--- src/rtl/icache_dm_if.sv ---
// Fetch-side and ROM-side signal bundle for the direct-mapped I-cache.
// The cache takes the slave view; the fetch unit / ROM side takes master.
interface icache_dm_if #(
    parameter int ADDR_W = 32
);
    logic              if_req_Icache_i;
    logic [ADDR_W-1:0] if_addr_i;
    logic              if_jump_Icache_i;
    logic              Icache_hit_o;
    logic              Icache_ready_o;
    logic [31:0]       Icache_inst_o;
    logic              Icache_req_rom_o;
    logic [ADDR_W-1:0] Icache_addr_rom_o;
    logic              rom_ready_i;
    logic [31:0]       rom_data_i;

    modport slave (
        input  if_req_Icache_i,
        input  if_addr_i,
        input  if_jump_Icache_i,
        output Icache_hit_o,
        output Icache_ready_o,
        output Icache_inst_o,
        output Icache_req_rom_o,
        output Icache_addr_rom_o,
        input  rom_ready_i,
        input  rom_data_i
    );

    modport master (
        output if_req_Icache_i,
        output if_addr_i,
        output if_jump_Icache_i,
        input  Icache_hit_o,
        input  Icache_ready_o,
        input  Icache_inst_o,
        input  Icache_req_rom_o,
        input  Icache_addr_rom_o,
        output rom_ready_i,
        output rom_data_i
    );
endinterface

--- src/rtl/icache_dm.sv ---
// Direct-mapped read-only instruction cache with word-by-word line refill.
// Hits answer in the same cycle; misses refill a whole line then respond.
module icache_dm #(
    parameter int NUM_LINES  = 16,
    parameter int LINE_WORDS = 4,
    parameter int ADDR_W     = 32
) (
    input logic        clk,
    input logic        rst,
    icache_dm_if.slave bus
);
    localparam int OFF_W = $clog2(LINE_WORDS);
    localparam int IDX_W = $clog2(NUM_LINES);
    localparam int LO    = OFF_W + 2;
    localparam int TAG_W = ADDR_W - LO - IDX_W;
    localparam logic [OFF_W-1:0] LAST = OFF_W'(LINE_WORDS - 1);

    typedef enum logic [1:0] {
        IDLE,
        REFILL,
        RESP
    } state_e;

    state_e            state_q, state_d;
    logic [ADDR_W-1:0] base_q, base_d;
    logic [OFF_W-1:0]  word_q, word_d;
    logic [OFF_W-1:0]  cnt_q, cnt_d;
    logic              drop_q, drop_d;
    logic [NUM_LINES-1:0] valid_q;

    logic [31:0]      data_q [NUM_LINES][LINE_WORDS];
    logic [TAG_W-1:0] tag_q  [NUM_LINES];

    logic [OFF_W-1:0] req_word;
    logic [IDX_W-1:0] req_idx;
    logic [TAG_W-1:0] req_tag;
    logic [IDX_W-1:0] fill_idx;
    logic [TAG_W-1:0] fill_tag;
    logic             tag_match;
    logic             unused_addr_lo;

    logic              beat;
    logic              fill_done;
    logic              hit;
    logic              ready;
    logic [31:0]       inst;
    logic              req_rom;
    logic [ADDR_W-1:0] addr_rom;

    assign req_word  = bus.if_addr_i[LO-1:2];
    assign req_idx   = bus.if_addr_i[LO+IDX_W-1:LO];
    assign req_tag   = bus.if_addr_i[ADDR_W-1:LO+IDX_W];
    assign fill_idx  = base_q[LO+IDX_W-1:LO];
    assign fill_tag  = base_q[ADDR_W-1:LO+IDX_W];
    assign tag_match = valid_q[req_idx] && (tag_q[req_idx] == req_tag);
    assign unused_addr_lo = ^bus.if_addr_i[1:0];

    always_comb begin
        state_d   = state_q;
        base_d    = base_q;
        word_d    = word_q;
        cnt_d     = cnt_q;
        drop_d    = drop_q;
        beat      = 1'b0;
        fill_done = 1'b0;
        hit       = 1'b0;
        ready     = 1'b0;
        inst      = '0;
        req_rom   = 1'b0;
        addr_rom  = '0;
        unique case (state_q)
            IDLE: begin
                hit = bus.if_req_Icache_i && tag_match;
                if (hit) begin
                    ready = 1'b1;
                    inst  = data_q[req_idx][req_word];
                end else if (bus.if_req_Icache_i && !bus.if_jump_Icache_i) begin
                    base_d  = {bus.if_addr_i[ADDR_W-1:LO], {LO{1'b0}}};
                    word_d  = req_word;
                    cnt_d   = '0;
                    drop_d  = 1'b0;
                    state_d = REFILL;
                end
            end
            REFILL: begin
                req_rom  = 1'b1;
                addr_rom = base_q + (ADDR_W'(cnt_q) << 2);
                if (bus.if_jump_Icache_i) drop_d = 1'b1;
                if (bus.rom_ready_i) begin
                    beat  = 1'b1;
                    cnt_d = cnt_q + OFF_W'(1);
                    if (cnt_q == LAST) begin
                        fill_done = 1'b1;
                        drop_d    = 1'b0;
                        // An abandoned fetch still leaves a valid line behind
                        state_d   = (drop_q || bus.if_jump_Icache_i) ? IDLE : RESP;
                    end
                end
            end
            RESP: begin
                state_d = IDLE;
                if (!bus.if_jump_Icache_i) begin
                    ready = 1'b1;
                    inst  = data_q[fill_idx][word_q];
                end
            end
            default: state_d = IDLE;
        endcase
        if (rst) begin
            hit      = 1'b0;
            ready    = 1'b0;
            inst     = '0;
            req_rom  = 1'b0;
            addr_rom = '0;
        end
    end

    assign bus.Icache_hit_o      = hit;
    assign bus.Icache_ready_o    = ready;
    assign bus.Icache_inst_o     = inst;
    assign bus.Icache_req_rom_o  = req_rom;
    assign bus.Icache_addr_rom_o = addr_rom;

    always_ff @(posedge clk) begin
        if (rst) begin
            state_q <= IDLE;
            base_q  <= '0;
            word_q  <= '0;
            cnt_q   <= '0;
            drop_q  <= 1'b0;
            valid_q <= '0;
        end else begin
            state_q <= state_d;
            base_q  <= base_d;
            word_q  <= word_d;
            cnt_q   <= cnt_d;
            drop_q  <= drop_d;
            if (fill_done) valid_q[fill_idx] <= 1'b1;
        end
    end

    // Storage arrays carry no reset; valid bits qualify their contents
    always_ff @(posedge clk) begin
        if (!rst && beat) data_q[fill_idx][cnt_q] <= bus.rom_data_i;
        if (!rst && fill_done) tag_q[fill_idx] <= fill_tag;
    end
endmodule

--- src/flat_wrapper.sv ---
// flat-port wrapper written by rule: the top's interface ports become plain ports
module icache_dm_flat 
#(
    parameter int NUM_LINES  = 16,
    parameter int LINE_WORDS = 4,
    parameter int ADDR_W     = 32
)
  (clk, rst, bus_if_req_Icache_i, bus_if_addr_i, bus_if_jump_Icache_i, bus_Icache_hit_o, bus_Icache_ready_o, bus_Icache_inst_o, bus_Icache_req_rom_o, bus_Icache_addr_rom_o, bus_rom_ready_i, bus_rom_data_i);
  icache_dm_if #(.ADDR_W(ADDR_W)) bus_i ();
  input logic clk;
  input logic rst;
  input wire logic [$bits(bus_i.if_req_Icache_i)-1:0] bus_if_req_Icache_i;
  input wire logic [$bits(bus_i.if_addr_i)-1:0] bus_if_addr_i;
  input wire logic [$bits(bus_i.if_jump_Icache_i)-1:0] bus_if_jump_Icache_i;
  output wire logic [$bits(bus_i.Icache_hit_o)-1:0] bus_Icache_hit_o;
  output wire logic [$bits(bus_i.Icache_ready_o)-1:0] bus_Icache_ready_o;
  output wire logic [$bits(bus_i.Icache_inst_o)-1:0] bus_Icache_inst_o;
  output wire logic [$bits(bus_i.Icache_req_rom_o)-1:0] bus_Icache_req_rom_o;
  output wire logic [$bits(bus_i.Icache_addr_rom_o)-1:0] bus_Icache_addr_rom_o;
  input wire logic [$bits(bus_i.rom_ready_i)-1:0] bus_rom_ready_i;
  input wire logic [$bits(bus_i.rom_data_i)-1:0] bus_rom_data_i;
  assign bus_i.if_req_Icache_i = bus_if_req_Icache_i;
  assign bus_i.if_addr_i = bus_if_addr_i;
  assign bus_i.if_jump_Icache_i = bus_if_jump_Icache_i;
  assign bus_Icache_hit_o = bus_i.Icache_hit_o;
  assign bus_Icache_ready_o = bus_i.Icache_ready_o;
  assign bus_Icache_inst_o = bus_i.Icache_inst_o;
  assign bus_Icache_req_rom_o = bus_i.Icache_req_rom_o;
  assign bus_Icache_addr_rom_o = bus_i.Icache_addr_rom_o;
  assign bus_i.rom_ready_i = bus_rom_ready_i;
  assign bus_i.rom_data_i = bus_rom_data_i;
  icache_dm #(.NUM_LINES(NUM_LINES), .LINE_WORDS(LINE_WORDS), .ADDR_W(ADDR_W)) u_core (.clk(clk), .rst(rst), .bus(bus_i));
endmodule
--- config.mk ---
export PLATFORM = sky130hd
export DESIGN_NAME = icache_dm_flat
export DESIGN_NICKNAME = d
export VERILOG_FILES = /design/src/rtl/icache_dm_if.sv /design/src/rtl/icache_dm.sv /design/src/flat_wrapper.sv
export SDC_FILE = /design/constraint.sdc
export NUM_CORES = 2
export LEC_CHECK = 0
export BUFFER_PORTS_ARGS = -buffer_cell sky130_fd_sc_hd__buf_2
export CORE_MARGIN = 3
export CORE_UTILIZATION = 30
export DETAILED_ROUTE_END_ITERATION = 6
export PLACE_DENSITY_LB_ADDON = 0.2
export SYNTH_ARGS = -nofsm -noshare
export SYNTH_HDL_FRONTEND = slang
export SYNTH_SLANG_ARGS = --single-unit
export TNS_END_PERCENT = 10
--- constraint.sdc ---
create_clock -name clk -period 11.08 [get_ports clk]
set_input_delay 0.554 -clock clk [delete_from_list [all_inputs] [get_ports clk]]
set_output_delay 0.554 -clock clk [all_outputs]
set_load 0.01 [all_outputs]
Word-level counts from Yosys, hierarchy flattened

Memory sizes are Yosys's and may differ from the RTL's. A register that Yosys moved wholly into a read port is not among the register bits.
Index checks and enable logic that the tools add are counted.

$add $sub $neg: 2
$mul: 0
Div/mod/pow operators: 0
Magnitude comparators: 7
Equal/unequal tests: 8
Shifts and indexed selects: 0
Multiplexer cells: 53
Bitwise operators: 5
Reduce and logical (&&, ||, !) cells: 16

Operators with widths:

| cell                 | number |
|---|---|
| $mux W32             | 10 |
| $bmux W32 S2         | 2 |
| $mux W128            | 1 |
| $demux W32 S2        | 1 |
| $pmux W32 S2         | 1 |
| $add A32 B4 Y32      | 1 |
| $eq A24 B24 Y1       | 1 |
| $mux W1              | 22 |
| $mux W2              | 8 |
| $or A16 B16 Y16      | 1 |
| $lt A4 B5 Y1 const B | 2 |
| $ge A3 B3 Y1 const B | 3 |
| $not A2 Y3           | 3 |
| $mux W4              | 2 |
| $pmux W2 S2          | 2 |
| $reduce_and A4 Y1    | 2 |
| $logic_and A1 B1 Y1  | 7 |
| $reduce_and A3 Y1    | 2 |
| $bmux W1 S4          | 1 |
| $demux W1 S4         | 1 |
| $eq A2 B2 Y1 const B | 2 |
| $ge A4 B1 Y1 const B | 1 |
| $ne A2 B1 Y1 const B | 2 |
| $ne A2 B2 Y1 const B | 2 |
| 9 further kinds      | 11 |

Bits in registers: 51
Latch bits: 0
Memory bits (writable): 2432
Memory bits (read-only): 0
Input port bits: 69
Word-level logic and storage cells: 99
Memories: 2

Memory list:

| name          | words | width | rd ports | clocked after Yosys merged registers in | write ports | RTL line        | text |
|---|---|---|---|---|---|---|---|
| u_core.data_q | 16    | 128   | 2        | 1                                       | 1           | icache_dm.sv:31 | `logic [31:0] data_q [NUM_LINES][LINE_WORDS];` |
| u_core.tag_q  | 16    | 24    | 1        | 0                                       | 1           | icache_dm.sv:32 | `logic [TAG_W-1:0] tag_q [NUM_LINES];` |

Depth between registers and ports, before layout

Depth after elaboration: 8
Depth in mapped cells: 14

Least setup slack after synthesis

Ideal clock, no wire load.

Path kind: input port to output port
Start point: input bus_if_addr_i[5]
End point: output bus_Icache_inst_o[30]
Arrival time: 3.285 ns
Slack: 7.241 ns
Cell stages on the path: 11
Path buffers: 6
Path through: buf_4 -> buf_4 -> buf_2 -> buf_2 -> clkbuf_1 -> buf_1 -> mux4_2 -> mux4_2 -> mux2_2 -> a21oi_1 -> o21ai_1

Cells in the longest elaborated chain, start to end: 7

Ends and longest elaborated chain:

| element                                                | RTL line                         | text |
|---|---|---|
| from (decl)                                            | flat_wrapper.sv:13               | `input wire logic [$bits(bus_i.if_addr_i)-1:0] bus_if_addr_i;` |
| $mem_v2 Z16 W24, or another cell as far along          | --                               |  |
| $eq A24 B24 Y1, or another cell as far along           | icache_dm.sv:55                  | `assign tag_match = valid_q[req_idx] && (tag_q[req_idx] == req_tag);` |
| $logic_and A1 B1 Y1 / $mux W32 (equally long branches) | icache_dm.sv:55, icache_dm.sv:76 |  |
| $logic_and A1 B1 Y1 / $mux W32 (equally long branches) | icache_dm.sv:73, icache_dm.sv:76 |  |
| $mux W32 *                                             | icache_dm.sv:74                  | `if (hit) begin` |
| $pmux W32 S2 *                                         | icache_dm.sv:71                  | `unique case (state_q)` |
| $mux W32 *                                             | icache_dm.sv:109                 | `if (rst) begin` |
| to (decl)                                              | flat_wrapper.sv:17               | `output wire logic [$bits(bus_i.Icache_inst_o)-1:0] bus_Icache_inst_o;` |

Mark *: on every way between the ends. The rest lies on a longest branch, timed or not. The select of a mux whose other input is x is not followed.

Final worst setup path

Start point: input bus_if_addr_i[4]
End point: output bus_Icache_inst_o[9]

Same word-level chain as after synthesis.

==> key figures <==
Min path
  – Hold Crit Class: primary input to flip-flop
  – Min-Delay Endpoint: u_core.state_q[0]
  – Hold Crit Start: bus_rom_ready_i
  – Cells on Worst Hold Path: 3

STA
  – Endpoints failing setup: 0
  – Final Skew: 0.0575 ns
  – Final Max Slew Viols: 0
  – Least-Margin Pin Slew: 1.33 ns
  – Min cycle time layout: 6.97 ns
  – RSZ-0062 raised after global routing: false
  – Post-route setup TNS: 0 ns
  – Slew HR: 10.6%
  – Fmax: 0.144 GHz
  – Tcrit/Tclk final: 62.9%
  – Final Hold Viols: 0
  – Final worst slack: 4.11 ns

Status
  – Status: completed

Die
  – Initial Util: 30.2%
  – Chip width: 617 um
  – Placeable Area: 370000 sq um
  – I/O Pins: 136
  – Die area: 380000 sq um
  – Die Ht: 617 um
  – Row count: 223

Setup path
  – Crit path max fanout: 51
  – Flop2flop setup slack: 6.67 ns
  – CP arrival: 6.41 ns
  – Reg2Reg Depth: 5
  – Critical path class: primary input to primary output
  – Reg2reg end: u_core.data_q[11][81]
  – R2R Path Start: u_core.state_q[0]
  – Critical path data required time: 10.53 ns
  – CP startpoint kind: primary input
  – CP endpoint kind: primary output

Drt
  – Number of vias per cell: 5.59
  – # DRC: 0
  – Post-route ant nets: 0
  – WL final: 371000 um
  – Initial DRC count: 6823
  – Average wire per cell in the routed design: 35.7 um
  – Vias: 58017
  – Drt first pass iters: 5

Layout
  – Area of the multi-input gates: 36600 sq um
  – Register area: 74200 sq um
  – Nets: 5257
  – FILL cells: 34441
  – Proportion of layout cells with a drive suffix above 1: 41.1%
  – Final Non-Filler Cells: 10385
  – Final Util: 34.7%
  – Area Overhead vs Synth: 14.7%

Synth
  – Post-synthesis xor/xnor area fraction: 0.274%
  – Largest family of logic cells by synthesized area: multiplexers
  – Share of the synthesized area in the top cell type: 65.3%
  – Simple-Gate Fraction of Synth Area: 1.44%
  – Leading area contributor after synthesis: edfxtp_1
  – Synthesized instance count: 4963
  – Post-synthesis adder-cell area fraction: 0.0447%
  – Synth cell types: 61
  – Sequential area share after synthesis: 66.3%
  – Yosys Warn Count: 0
  – Flops & latches, synth: 2487
  – FFs w/ async S/R, synth: 0%
  – Synth Flop Type: edfxtp_1
  – Mean post-synth cell area: 22.5 sq um
  – Post-synth EDFFs: 2432
  – Syn Std Cell Area: 112000 sq um
  – Multiplexer share of the synthesized area: 29.6%
  – Compound-gate portion of the synthesized area: 0.737%
  – Area contributors post-synth: edfxtp_1 (65%), mux4_2 (28%), dfxtp_1 (0.98%)

Place
  – Pre-CTS setup slack: 3.92 ns
  – RePlAce Congestion: 0.775
  – DP Wirelength: 194000 um
  – Count of input and output buffers: 131
  – DP Cell Count: 9819

Clock network
  – Root buf cell: clkbuf_16
  – Htree depth: 5
  – Clock tree from TritonCTS: done
  – Worst skew pair latency: 0.89 ns
  – Longest Clk Path Bufs: 4
  – Clock sink count: 2487
  – CTS Buf Count: 287
  – Clock slew at reported path FFs: 0.06 ns

Pwr
  – Power Dens Cells: 163 nW/um^2
  – Worst VDD drop: 0.000114 V
  – Leakage power: 38.4 nW
  – Total Power: 0.0209 W

Global routing
  – Grt total ovfl: 0
  – First-pass GRT wire length: 509000 um
  – Largest net degree at the start of global routing: 129
  – Vias in the first global route: 60965
  – Gr usage total: 19.2%
  – Antenna violations before repair: 26

Flow run
  – Max-Cap Viols: 0
how the worst max path moves through the flow:
stage                      from               endpoint  cells past startpoint
2_1_floorplan  bus_if_addr_i[5]  bus_Icache_inst_o[30]                     11
3_3_place_gp   bus_if_addr_i[4]   bus_Icache_inst_o[9]                     12
3_5_place_dp   bus_if_addr_i[4]   bus_Icache_inst_o[9]                     12
4_1_cts        bus_if_addr_i[4]   bus_Icache_inst_o[9]                     12
5_1_grt        bus_if_addr_i[4]   bus_Icache_inst_o[9]                     12
6_report       bus_if_addr_i[4]   bus_Icache_inst_o[9]                     12
layout make-up:
type                            instances  share of cell area [%]
Inverter                               11                  0.0390
Sequential cell                      2487                    57.8
Clock inverter                        136                   0.917
Timing Repair Buffer                  314                    1.79
Clock buffer                          367                    6.03
Multi-Input combinational cell       2083                    28.5
Antenna cell                           37                  0.0722
Tap cell                             4950                    4.83
per-layer routing:
metal	global-route usage (%)	part of all wire (%)	vias up
li1	-	-	22465
met1	26.7	43	32759
met2	30.8	48	2251
met3	2.93	6.1	536
met4	6.34	3.2	6
met5	0	0.0094	-
Yosys cell counts, drive strengths merged, types with 8 or more instances:
master	instances
mux4	1403
mux2i	107
nor2b	10
a21oi	39
edfxtp	2432
and3	35
nor2	129
a21o	16
nand3	18
inv	11
nand2b	8
xnor2	28
o21ai	35
buf	171
nor3	11
mux2	42
clkbuf	212
nand2	119
dfxtp	55
power breakdown:
part / switching, W / internal [W] / total (W)
clock network: 0.00389 / 0.00531 / 0.00920
logic: 0.000731 / 0.000616 / 0.00135
registers: 0.0000528 / 0.0103 / 0.0104
registers in the layout, summed over array words and instances, names as in the netlist, named ones only:
signal          flops
u_core.base_q      28
u_core.cnt_q        2
u_core.data_q    2048
u_core.drop_q       1
u_core.state_q      2
u_core.tag_q      384
u_core.valid_q     16
u_core.word_q       2
cell families (layout without fill, tap and decap cells):
| logic type | count (synthesis) | after routing |
|---|---|---|
| simple gates | 358 | 358 |
| buf+inv | 394 | 828 |
| fa+ha+maj | 4 | 4 |
| compound gates | 132 | 132 |
| mux | 1552 | 1552 |
| xor+xnor | 35 | 35 |
| other cells | 1 | 39 |
| flops | 2487 | 2487 |
layout by cell type (no fill, tap or decap), types with 7 or more instances in the layout:
cell type      synthesis  final
a21o_1                16     16
a21oi_1               39     38
and3_1                35     35
buf_12                 0     13
buf_2                 52    126
buf_4                 27    145
bufinv_16              0     16
clkbuf_1             212     66
clkbuf_16              0    297
clkinv_1               0     51
clkinv_2               0     51
dfxtp_1               55     49
diode_2                0     37
dlygate4sd3_1          0     26
edfxtp_1            2432   2432
inv_1                  8      8
mux2_2                42     42
mux2i_1              107    107
mux4_2              1403   1403
nand2_1              119    119
nand2b_1               8      8
nand3_1               18     13
nor2_1               129     49
nor2_4                 0     80
nor2b_1               10      9
nor3_1                11     10
o21ai_1               32     32
o22ai_1                7      7
xnor2_1               28     28
xor2_1                 7      7
per-stage QoR:
step                instance area (sq um)  hold WS (ns)
floorplan                          112000         0.398
global placement                   119000         0.408
detailed placement                 119000         0.413
CTS                                128000        0.0296
global route                       128000         0.102
finish                             128000         0.112
timing repair:
action                    4_1_cts  5_1_grt
hold endpoints to repair       28        0
resized for setup               0        0
hold buffers                   26        0
setup buffers                   0        0
worst max-delay path, stage by stage:
cell and delay [ns]:
buf_8 0.44, buf_4 0.70, buf_4 0.84, buf_4 0.68
buf_4 0.76, mux4_2 0.60, mux4_2 0.50, mux2_2 0.30
a21oi_1 0.14, o21ai_1 0.23, buf_4 0.29, buf_2 0.15
Power figures use the tool's default switching activity.
